$ cat config.mk
export PLATFORM = sky130hd
export DESIGN_NAME = motor_pwm_generator
export DESIGN_NICKNAME = d
export VERILOG_FILES = /design/src/rtl/motor_pwm_generator.sv
export SDC_FILE = /design/constraint.sdc
export NUM_CORES = 1
export LEC_CHECK = 0
export BUFFER_PORTS_ARGS = -buffer_cell sky130_fd_sc_hd__buf_2
export CAP_MARGIN = 20
export CORE_MARGIN = 2
export CORE_UTILIZATION = 50
export CTS_CLUSTER_DIAMETER = 50
export DETAILED_ROUTE_END_ITERATION = 6
export GPL_TIMING_DRIVEN = 0
export PLACE_DENSITY_LB_ADDON = 0.15
export SYNTH_ARGS = -nofsm -noshare
export SYNTH_HDL_FRONTEND = slang
export SYNTH_SLANG_ARGS = --single-unit
$ cat constraint.sdc
create_clock -name InputClock -period 22.2 [get_ports InputClock]
set_clock_uncertainty 0.2 [all_clocks]
set_input_delay 3.33 -clock InputClock [delete_from_list [all_inputs] [get_ports InputClock]]
set_output_delay 3.33 -clock InputClock [all_outputs]
set_load 0.005 [all_outputs]
$ cat src/rtl/motor_pwm_generator.sv
// Motor drive PWM generator.
// Converts a duty request in percent plus a direction into a two-wire motor drive.
// Duty/direction requests are double-buffered and only take effect at a PWM period
// boundary; a direction reversal inserts a dead-time interval with both wires low.
//
// Ports:
//   InputClock   in   1  system clock, rising edge
//   Reset        in   1  synchronous, active-low reset
//   DutyPercent  in   8  requested duty 0..100 (larger values clamp to 100)
//   Direction    in   1  0 = forward (MotorSignal[0]), 1 = reverse (MotorSignal[1])
//   Load         in   1  strobe capturing DutyPercent/Direction into the pending slot
//   LoadAck      out  1  one-cycle pulse the cycle after a Load is captured
//   MotorSignal  out  2  [0] forward drive, [1] reverse drive; never both high
//   PeriodStart  out  1  one-cycle pulse when a new PWM period begins
module motor_pwm_generator #(
  parameter int unsigned CLOCK_SCALE  = 2500,
  parameter int unsigned PERIOD_STEPS = 100,
  parameter int unsigned DEAD_TICKS   = 4
) (
  input  logic       InputClock,
  input  logic       Reset,
  input  logic [7:0] DutyPercent,
  input  logic       Direction,
  input  logic       Load,
  output logic       LoadAck,
  output logic [1:0] MotorSignal,
  output logic       PeriodStart
);

  localparam int unsigned PrescW = $clog2(CLOCK_SCALE + 1);
  localparam int unsigned StepW  = $clog2(PERIOD_STEPS + 1);
  localparam int unsigned DeadW  = $clog2(DEAD_TICKS + 1);

  typedef enum logic [1:0] {StIdle, StRun, StDead} state_e;

  state_e           state_q;
  logic [PrescW-1:0] presc_q;
  logic [StepW-1:0]  step_q;
  logic [DeadW-1:0]  dead_q;

  // Applied duty is held pre-scaled to step units so the output compare is a plain '<'.
  logic [StepW-1:0]  scaled_q;
  logic              dir_q;

  logic [6:0]        pend_duty_q;
  logic              pend_dir_q;
  logic              pend_q;

  logic              ack_q;
  logic              pstart_q;
  logic [1:0]        motor_q;

  logic              tick;
  logic              step_last;
  logic              boundary;
  logic              dead_done;
  logic [6:0]        load_duty;
  logic [StepW-1:0]  pend_scaled;
  logic              active;
  logic [1:0]        drive;

  always_comb begin
    tick        = (presc_q == PrescW'(CLOCK_SCALE - 1));
    step_last   = (step_q == StepW'(PERIOD_STEPS - 1));
    boundary    = tick && step_last && (state_q != StDead);
    dead_done   = tick && (dead_q == DeadW'(DEAD_TICKS - 1)) && (state_q == StDead);
    load_duty   = (DutyPercent > 8'd100) ? 7'd100 : DutyPercent[6:0];
    pend_scaled = StepW'((32'(pend_duty_q) * PERIOD_STEPS) / 100);
    active      = (step_q < scaled_q);
    drive       = 2'b00;
    if (state_q == StRun) begin
      drive = dir_q ? {active, 1'b0} : {1'b0, active};
    end
  end

  always_ff @(posedge InputClock) begin
    if (!Reset) begin
      state_q     <= StIdle;
      presc_q     <= '0;
      step_q      <= '0;
      dead_q      <= '0;
      scaled_q    <= '0;
      dir_q       <= 1'b0;
      pend_duty_q <= '0;
      pend_dir_q  <= 1'b0;
      pend_q      <= 1'b0;
      ack_q       <= 1'b0;
      pstart_q    <= 1'b0;
      motor_q     <= 2'b00;
    end else begin
      presc_q  <= tick ? '0 : presc_q + 1'b1;
      ack_q    <= Load;
      pstart_q <= boundary || dead_done;
      // Output reflects the state/step of the cycle before this edge.
      motor_q  <= drive;

      unique case (state_q)
        StIdle: begin
          if (tick) step_q <= step_last ? '0 : step_q + 1'b1;
          if (boundary && pend_q) begin
            scaled_q <= pend_scaled;
            dir_q    <= pend_dir_q;
            pend_q   <= 1'b0;
            state_q  <= StRun;
          end
        end
        StRun: begin
          if (tick) step_q <= step_last ? '0 : step_q + 1'b1;
          if (boundary && pend_q) begin
            if (pend_dir_q == dir_q) begin
              scaled_q <= pend_scaled;
              pend_q   <= 1'b0;
            end else begin
              // Reversal: keep the request pending until dead time has elapsed.
              dead_q  <= '0;
              state_q <= StDead;
            end
          end
        end
        StDead: begin
          step_q <= '0;
          if (tick) begin
            if (dead_done) begin
              scaled_q <= pend_scaled;
              dir_q    <= pend_dir_q;
              pend_q   <= 1'b0;
              dead_q   <= '0;
              state_q  <= StRun;
            end else begin
              dead_q <= dead_q + 1'b1;
            end
          end
        end
        default: state_q <= StIdle;
      endcase

      // A Load on an apply edge is captured after the older value has been consumed.
      if (Load) begin
        pend_duty_q <= load_duty;
        pend_dir_q  <= Direction;
        pend_q      <= 1'b1;
      end
    end
  end

  assign LoadAck     = ack_q;
  assign PeriodStart = pstart_q;
  assign MotorSignal = motor_q;

endmodule

==> results of run 1 <==
-- cell usage after synthesis, types with 9 or more instances --
| cell type | instances | share of area |
|---|---|---|
| inv_1 | 22 | 0.014 |
| a21oi_1 | 44 | 0.037 |
| clkbuf_1 | 16 | 0.010 |
| xnor2_1 | 40 | 0.058 |
| nor2b_1 | 19 | 0.020 |
| nor2_1 | 80 | 0.050 |
| xor2_1 | 20 | 0.029 |
| o211ai_1 | 18 | 0.022 |
| nand2b_1 | 13 | 0.014 |
| o21ai_1 | 9 | 0.0075 |
| nor3_1 | 25 | 0.021 |
| o21a_1 | 10 | 0.012 |
| nand3_1 | 22 | 0.018 |
| and2_1 | 18 | 0.019 |
| dfxtp_1 | 45 | 0.15 |
| o21ai_0 | 32 | 0.027 |
| a211oi_1 | 13 | 0.016 |
| nand2_1 | 79 | 0.049 |
| ha_1 | 41 | 0.085 |
-- final timing paths --
check                  from          end  cells past startpoint
max          pend_duty_q[2]  scaled_q[0]                     35
min reg2reg      presc_q[0]   presc_q[0]                      1
max reg2reg  pend_duty_q[2]  scaled_q[0]                     35
min              presc_q[0]   presc_q[0]                      1
-- flip-flops by register name, summed over array words and instances, names as in the netlist --
name         cells
MotorSignal      2
pend_duty_q      7
pend_dir_q       1
dir_q            1
dead_q           3
pend_q           1
PeriodStart      1
presc_q         12
scaled_q         7
step_q           7
state_q          2
LoadAck          1
-- logic make-up (layout without fill, tap and decap cells) --
kind of cell             after synthesis  in the layout  synth area share
buffers and inverters                 49             72            0.0341
multiplexers                          11             11            0.0195
AND/OR/NAND/NOR                      324            324             0.285
adder cells (fa/ha/maj)               43             43            0.0918
XOR/XNOR                              60             60            0.0872
AO/OA/AOI/OAI                        255            255             0.333
flip-flops                            45             45             0.150
-- report_power, final --
group | switching [mW] | leakage, nW | total [mW] | internal [mW]
registers | 0.00187 | 0.365 | 0.0841 | 0.0822
clock network | 0.0310 | 0.0768 | 0.0757 | 0.0448
logic | 0.347 | 2.02 | 0.557 | 0.210
-- worst reg2reg max path: cells and delay by family (launching register included) --
family,cells,cell delay (ps)
AOI/OAI and AO/OA,13,3610
adders and majority gates,5,1760
buffers and inverters,5,1290
muxes,2,740
and+or+nand+nor,10,2780
DFF,1,470
-- final cells by class --
| cell class | instances | area (sq um) | share of cell area |
|---|---|---|---|
| Clock buffer | 6 | 139 | 0.0216 |
| Buffer | 25 | 115 | 0.0179 |
| Timing Repair Buffer | 15 | 75.1 | 0.0117 |
| Inverter | 24 | 90.1 | 0.0140 |
| Tap cell | 147 | 184 | 0.0286 |
| Sequential cell | 45 | 901 | 0.140 |
| Clock inverter | 2 | 13.8 | 0.00214 |
| Multi-Input combinational cell | 693 | 4920 | 0.764 |
-- layer usage --
metal | vias up | global-route usage | wire, um
met2 | 214 | 0.426 | 7620
met3 | 38 | 0.0250 | 868
met1 | 2927 | 0.352 | 7840
li1 | 3003 | - | -
met5 | - | 0 | 0
met4 | 0 | 0.0699 | 344
-- stage by stage --
stage | instances | worst slack (ps) | instance area [sq um] | total power, mW
2_1_floorplan | 787 | 13200 | 6020 | 0.520
5_1_grt | 957 | 10530 | 6430 | 0.770
3_3_place_gp | 949 | 11620 | 6280 | 0.616
3_5_place_dp | 949 | 11450 | 6280 | 0.626
4_1_cts | 957 | 11390 | 6430 | 0.702
6_report | 957 | 11220 | 6430 | 0.717
==> results by group, run 1 <==
CTS
  – Clock buffer depth: 2
  – CTS root buf: clkbuf_16
  – CTS hold repair buffers: 0
  – Cts repair resizes: 0
  – Clock latency on the worst-skew pair: 290 ps
  – Clock transition at the registers of the reported paths: 60 ps
  – Htree depth: 2
  – Clock Sinks: 45
  – CTS tree: built
  – Cts bufs inserted: 5
  – Postcts setup bufs: 0

STA
  – Slew margin rel.: 0.465
  – FMAX: 0.0911 GHz
  – RSZ-0062 raised after global routing: false
  – # setup viols final: 0
  – Setup TNS Final: 0 ps
  – Final Max Tran Viols: 0
  – Worst hold slack: 257 ps
  – Tightest Pin Transition: 796 ps
  – Final Hold Viols: 0
  – Tcrit/Tclk final: 0.495
  – Minimum clock period: 10980 ps

Worst setup path
  – Top delay family on crit path: compound AO/OA/AOI/OAI gates
  – R2r setup slk: 11220 ps
  – CP Data Required Time: 22170 ps
  – Worst-path fanout max: 10
  – CP arrival: 10960 ps
  – Crit path capture type: register
  – Max stage delay on crit path: 540 ps
  – CP Launch Type: register
  – Buf+Inv Stages, Crit Path: 5
  – CP max stage cell: fa_1
  – Critical path's most frequent cell: ha_1
  – Setup CP Type: register to register

Routing
  – Routed via count: 6182
  – Wire per inst: 17.4 um
  – Initial DRC Count: 491
  – Vias/cell: 6.46
  – Drt pass-1 iters: 6
  – DRT Wirelength: 16.7 mm
  – DR DRC count: 0
  – Post-DRT Antenna Nets: 0

Floorplanning
  – I/O pins: 16
  – Starting Density: 0.508
  – Die area: 12900 sq um
  – Core Area: 11900 sq um
  – Die height: 114 um
  – FP Rows: 40
  – Die width: 114 um

Synth
  – Synth cell types: 113
  – Post-Syn Area: 6020 sq um
  – Synth async-reset ratio: 0
  – Syn_nets: 842
  – Synth Instances: 787
  – Seq/Total Area, Yosys: 0.150
  – EDFF count, synth: 0
  – Ys flop type: dfxtp_1
  – Avg Cell Area, Syn: 7.65 sq um
  – Synth Warn #: 0
  – Synthesis-stage register bit count: 45

Layout
  – Area Growth Syn to Fin: 6.83%
  – Most frequent cells in the layout: nor2_1, nand2_1, dfxtp_1
  – Nets: 864
  – Layout cell share with drive strength beyond 1: 0.114
  – Antenna cell count: 0
  – Core Util, Final: 0.543
  – Filler cells: 1142
  – Most common cell after layout, fill and taps aside: nor2_1

Status
  – Outcome: complete, no violations

Min path
  – Hold Path Class: register to register

Placed design
  – Port Buf Inserts: 15
  – Post-DP HPWL: 13.1 mm
  – RePlAce Congestion: 0.904

GRT
  – Total gr overflow: 0
  – Vias in the first global route: 5728
  – First-pass GRT wire length: 27.9 mm
  – GRT Resource Usage Total: 0.255
  – Initial antenna violation count: 0
  – Largest net degree at the start of global routing: 15

Power
  – PwrDens: 111 nW/um^2
  – Peak VDD IR: 0.0801 mV
  – LEAKAGE: 2.46 nW

Job
  – MaxCap Viol Count: 0
Power figures use the tool's default switching activity.
==> run 2, diff against run 1 <==
--- a/config.mk
+++ b/config.mk
@@ -5,6 +5,7 @@
 export SDC_FILE = /design/constraint.sdc
 export NUM_CORES = 1
 export LEC_CHECK = 0
+export ABC_AREA = 1
 export BUFFER_PORTS_ARGS = -buffer_cell sky130_fd_sc_hd__buf_2
 export CAP_MARGIN = 20
 export CORE_MARGIN = 2
==> constraint.sdc (replaced) <==
create_clock -name InputClock -period 11 [get_ports InputClock]
set_clock_uncertainty 0.2 [all_clocks]
set_input_delay 1.65 -clock InputClock [delete_from_list [all_inputs] [get_ports InputClock]]
set_output_delay 1.65 -clock InputClock [all_outputs]
set_load 0.005 [all_outputs]
==> run 2 against run 1 <==
Against the previous run: wire length down 27%; cell area decreased by 7.3%; core utilization rose by 0.52 points; sequential cell count did not move; die area shrank 6.6%; maximum frequency is 26% higher; first-iteration DRC count is 56% lower; global-route usage shrank 4.0 points; sequential share of layout area up 1.1 points; area after synthesis is 6.8% lower; hold slack lost 11 ps; critical endpoint unchanged; non-clock buffer count down 9.
==> results by group, run 2 <==
Min path
  – Hold Path Class: register to register

GRT
  – Initial antenna violation count: 0 (unchanged)
  – Largest net degree at the start of global routing: 14 (-1)
  – GRT Resource Usage Total: 0.215 (-0.0398)
  – Vias in the first global route: 4795 (-16%)
  – First-pass GRT wire length: 21.3 mm (-23%)
  – Total gr overflow: 0 (unchanged)

Placed design
  – Post-DP HPWL: 10.1 mm (-23%)
  – Port Buf Inserts: 15 (unchanged)
  – RePlAce Congestion: 0.906 (+0.20%)

Status
  – Outcome: complete, no violations

Worst setup path
  – Buf+Inv Stages, Crit Path: 7 (+2)
  – Crit path capture type: register
  – CP Launch Type: register
  – Top delay family on crit path: simple AND/OR/NAND/NOR gates
  – Max stage delay on crit path: 620 ps (+80 ps)
  – CP Data Required Time: 11000 ps (-11170 ps)
  – Worst-path fanout max: 10 (unchanged)
  – CP arrival: 8700 ps (-2260 ps)
  – Setup CP Type: register to register
  – CP max stage cell: fa_1

CTS
  – Postcts setup bufs: 0 (unchanged)
  – Clock buffer depth: 2 (unchanged)
  – Htree depth: 2 (unchanged)
  – Clock transition at the registers of the reported paths: 80 ps (+20 ps)
  – Cts bufs inserted: 5 (unchanged)
  – CTS root buf: clkbuf_8
  – Clock latency on the worst-skew pair: 310 ps (+20 ps)
  – Cts repair resizes: 0 (unchanged)
  – Clock Sinks: 45 (unchanged)
  – CTS hold repair buffers: 0 (unchanged)
  – CTS tree: built

STA
  – FMAX: 0.115 GHz (+26%)
  – Final Max Tran Viols: 0 (unchanged)
  – Setup TNS Final: 0 ps (unchanged)
  – Tightest Pin Transition: 799 ps (+2.94 ps)
  – RSZ-0062 raised after global routing: false
  – Minimum clock period: 8700 ps (-2280 ps)
  – # setup viols final: 0 (unchanged)
  – Final Hold Viols: 0 (unchanged)
  – Tcrit/Tclk final: 0.791 (+0.296)
  – Slew margin rel.: 0.460 (-0.00491)

Synth
  – Synth Instances: 906 (+15%)
  – Synth cell types: 49 (-57%)
  – Largest cells by area after synthesis: nand2_1, dfxtp_1, ha_1, inv_1, nand3_1
  – EDFF count, synth: 0 (unchanged)
  – Largest area contributor in the netlist: nand2_1
  – Post-Syn Area: 5610 sq um (-6.8%)
  – Avg Cell Area, Syn: 6.19 sq um (-19%)
  – Synth async-reset ratio: 0 (unchanged)
  – Most frequent cell after synthesis: nand2_1
  – Synth Warn #: 0 (unchanged)
  – Syn_nets: 961 (+14%)
  – Ys flop type: dfxtp_1
  – Top cell type's share of synthesized area: 0.171 (+0.0210)
  – Seq/Total Area, Yosys: 0.161 (+0.0110)
  – Synthesis-stage register bit count: 45 (unchanged)
  – Commonest cells post-synth: nand2_1, inv_1, nand3_1

Layout
  – Area Growth Syn to Fin: 6.27%
  – Most frequent cells in the layout: nand2_1, inv_1, nand3_1
  – Antenna cell count: 0 (unchanged)
  – Max reg flops: 12 (unchanged)
  – Filler cells: 1162 (+1.8%)
  – Nets: 983 (+14%)
  – Top reg by flops: presc_q
  – Most common cell after layout, fill and taps aside: nand2_1
  – Layout cell share with drive strength beyond 1: 0.143 (+0.0296)

Floorplanning
  – Die area: 12100 sq um (-6.6%)
  – Core Area: 10900 sq um (-8.2%)
  – FP Rows: 38 (-5.0%)
  – Die height: 110 um (-3.4%)
  – Starting Density: 0.515 (+0.00759)
  – Die width: 110 um (-3.4%)
  – I/O pins: 16 (unchanged)

Routing
  – Post-DRT Antenna Nets: 0 (unchanged)
  – Initial DRC Count: 216 (-56%)
  – DR DRC count: 0 (unchanged)
  – Wire per inst: 11.4 um (-34%)
  – DRT Wirelength: 12.2 mm (-27%)
  – Drt pass-1 iters: 5 (-1)
  – Vias/cell: 5.04 (-22%)
  – Routed via count: 5387 (-13%)

Job
  – MaxCap Viol Count: 0 (unchanged)
-- run 2: metrics by stage --
step                       util  cells  area, sq um  setup slack [ps]  hold WS, ps
after floorplan               -    906         5610              3590          218
after global placement    0.538   1061         5860              2360          235
after detailed placement  0.538   1061         5860              2330          239
after CTS                 0.548   1069         5960              2280          255
after global routing      0.548   1069         5960              1440          290
final                     0.548   1069         5960              2300          246
-- run 2: layout make-up --
type	count	area [sq um]	share of cell area
multi-input combinational	709	4060	0.681
sequential	45	901	0.151
inverter	136	510	0.0856
tap	140	175	0.0294
buffer	16	138	0.0231
clock buffer	7	96.3	0.0162
timing repair buffer	15	75.1	0.0126
clock inverter	1	5.00	0.000839
-- run 2: kinds of logic (layout without fill, tap and decap cells) --
family | count (synthesis) | after routing | share of synthesized area
xor+xnor | 28 | 28 | 0.0437
fa+ha+maj | 43 | 43 | 0.0986
flops | 45 | 45 | 0.161
simple gates | 553 | 553 | 0.490
buf+inv | 152 | 175 | 0.115
compound gates | 85 | 85 | 0.0916
-- run 2: path summary, 6_finish.rpt --
check	from	endpoint	slack [ps]	depth (start not counted)
worst max register to register	pend_duty_q[1]	scaled_q[0]	2300	56
worst min register to register	presc_q[0]	presc_q[0]	250	1
worst max-delay path	pend_duty_q[1]	scaled_q[0]	2300	56
worst min-delay path	presc_q[0]	presc_q[0]	250	1
-- run 2: worst register-to-register path, delay by kind of cell, from the launching register on --
kind,cells,cell delay (ps)
adders and majority gates,4,1540
AOI/OAI and AO/OA,2,400
and+or+nand+nor,43,5010
buffers and inverters,7,910
DFF,1,530
-- run 2: metal layers --
metal	vias to the layer above	global-route usage	share of wire
met4	0	0.0488	0.015
li1	2972	-	-
met1	2338	0.296	0.51
met2	65	0.361	0.44
met3	12	0.0225	0.029
met5	-	0	0
Power of run 2 is not shown: default switching activity piles up to over one toggle a cycle in this logic, so the estimate is an artifact.
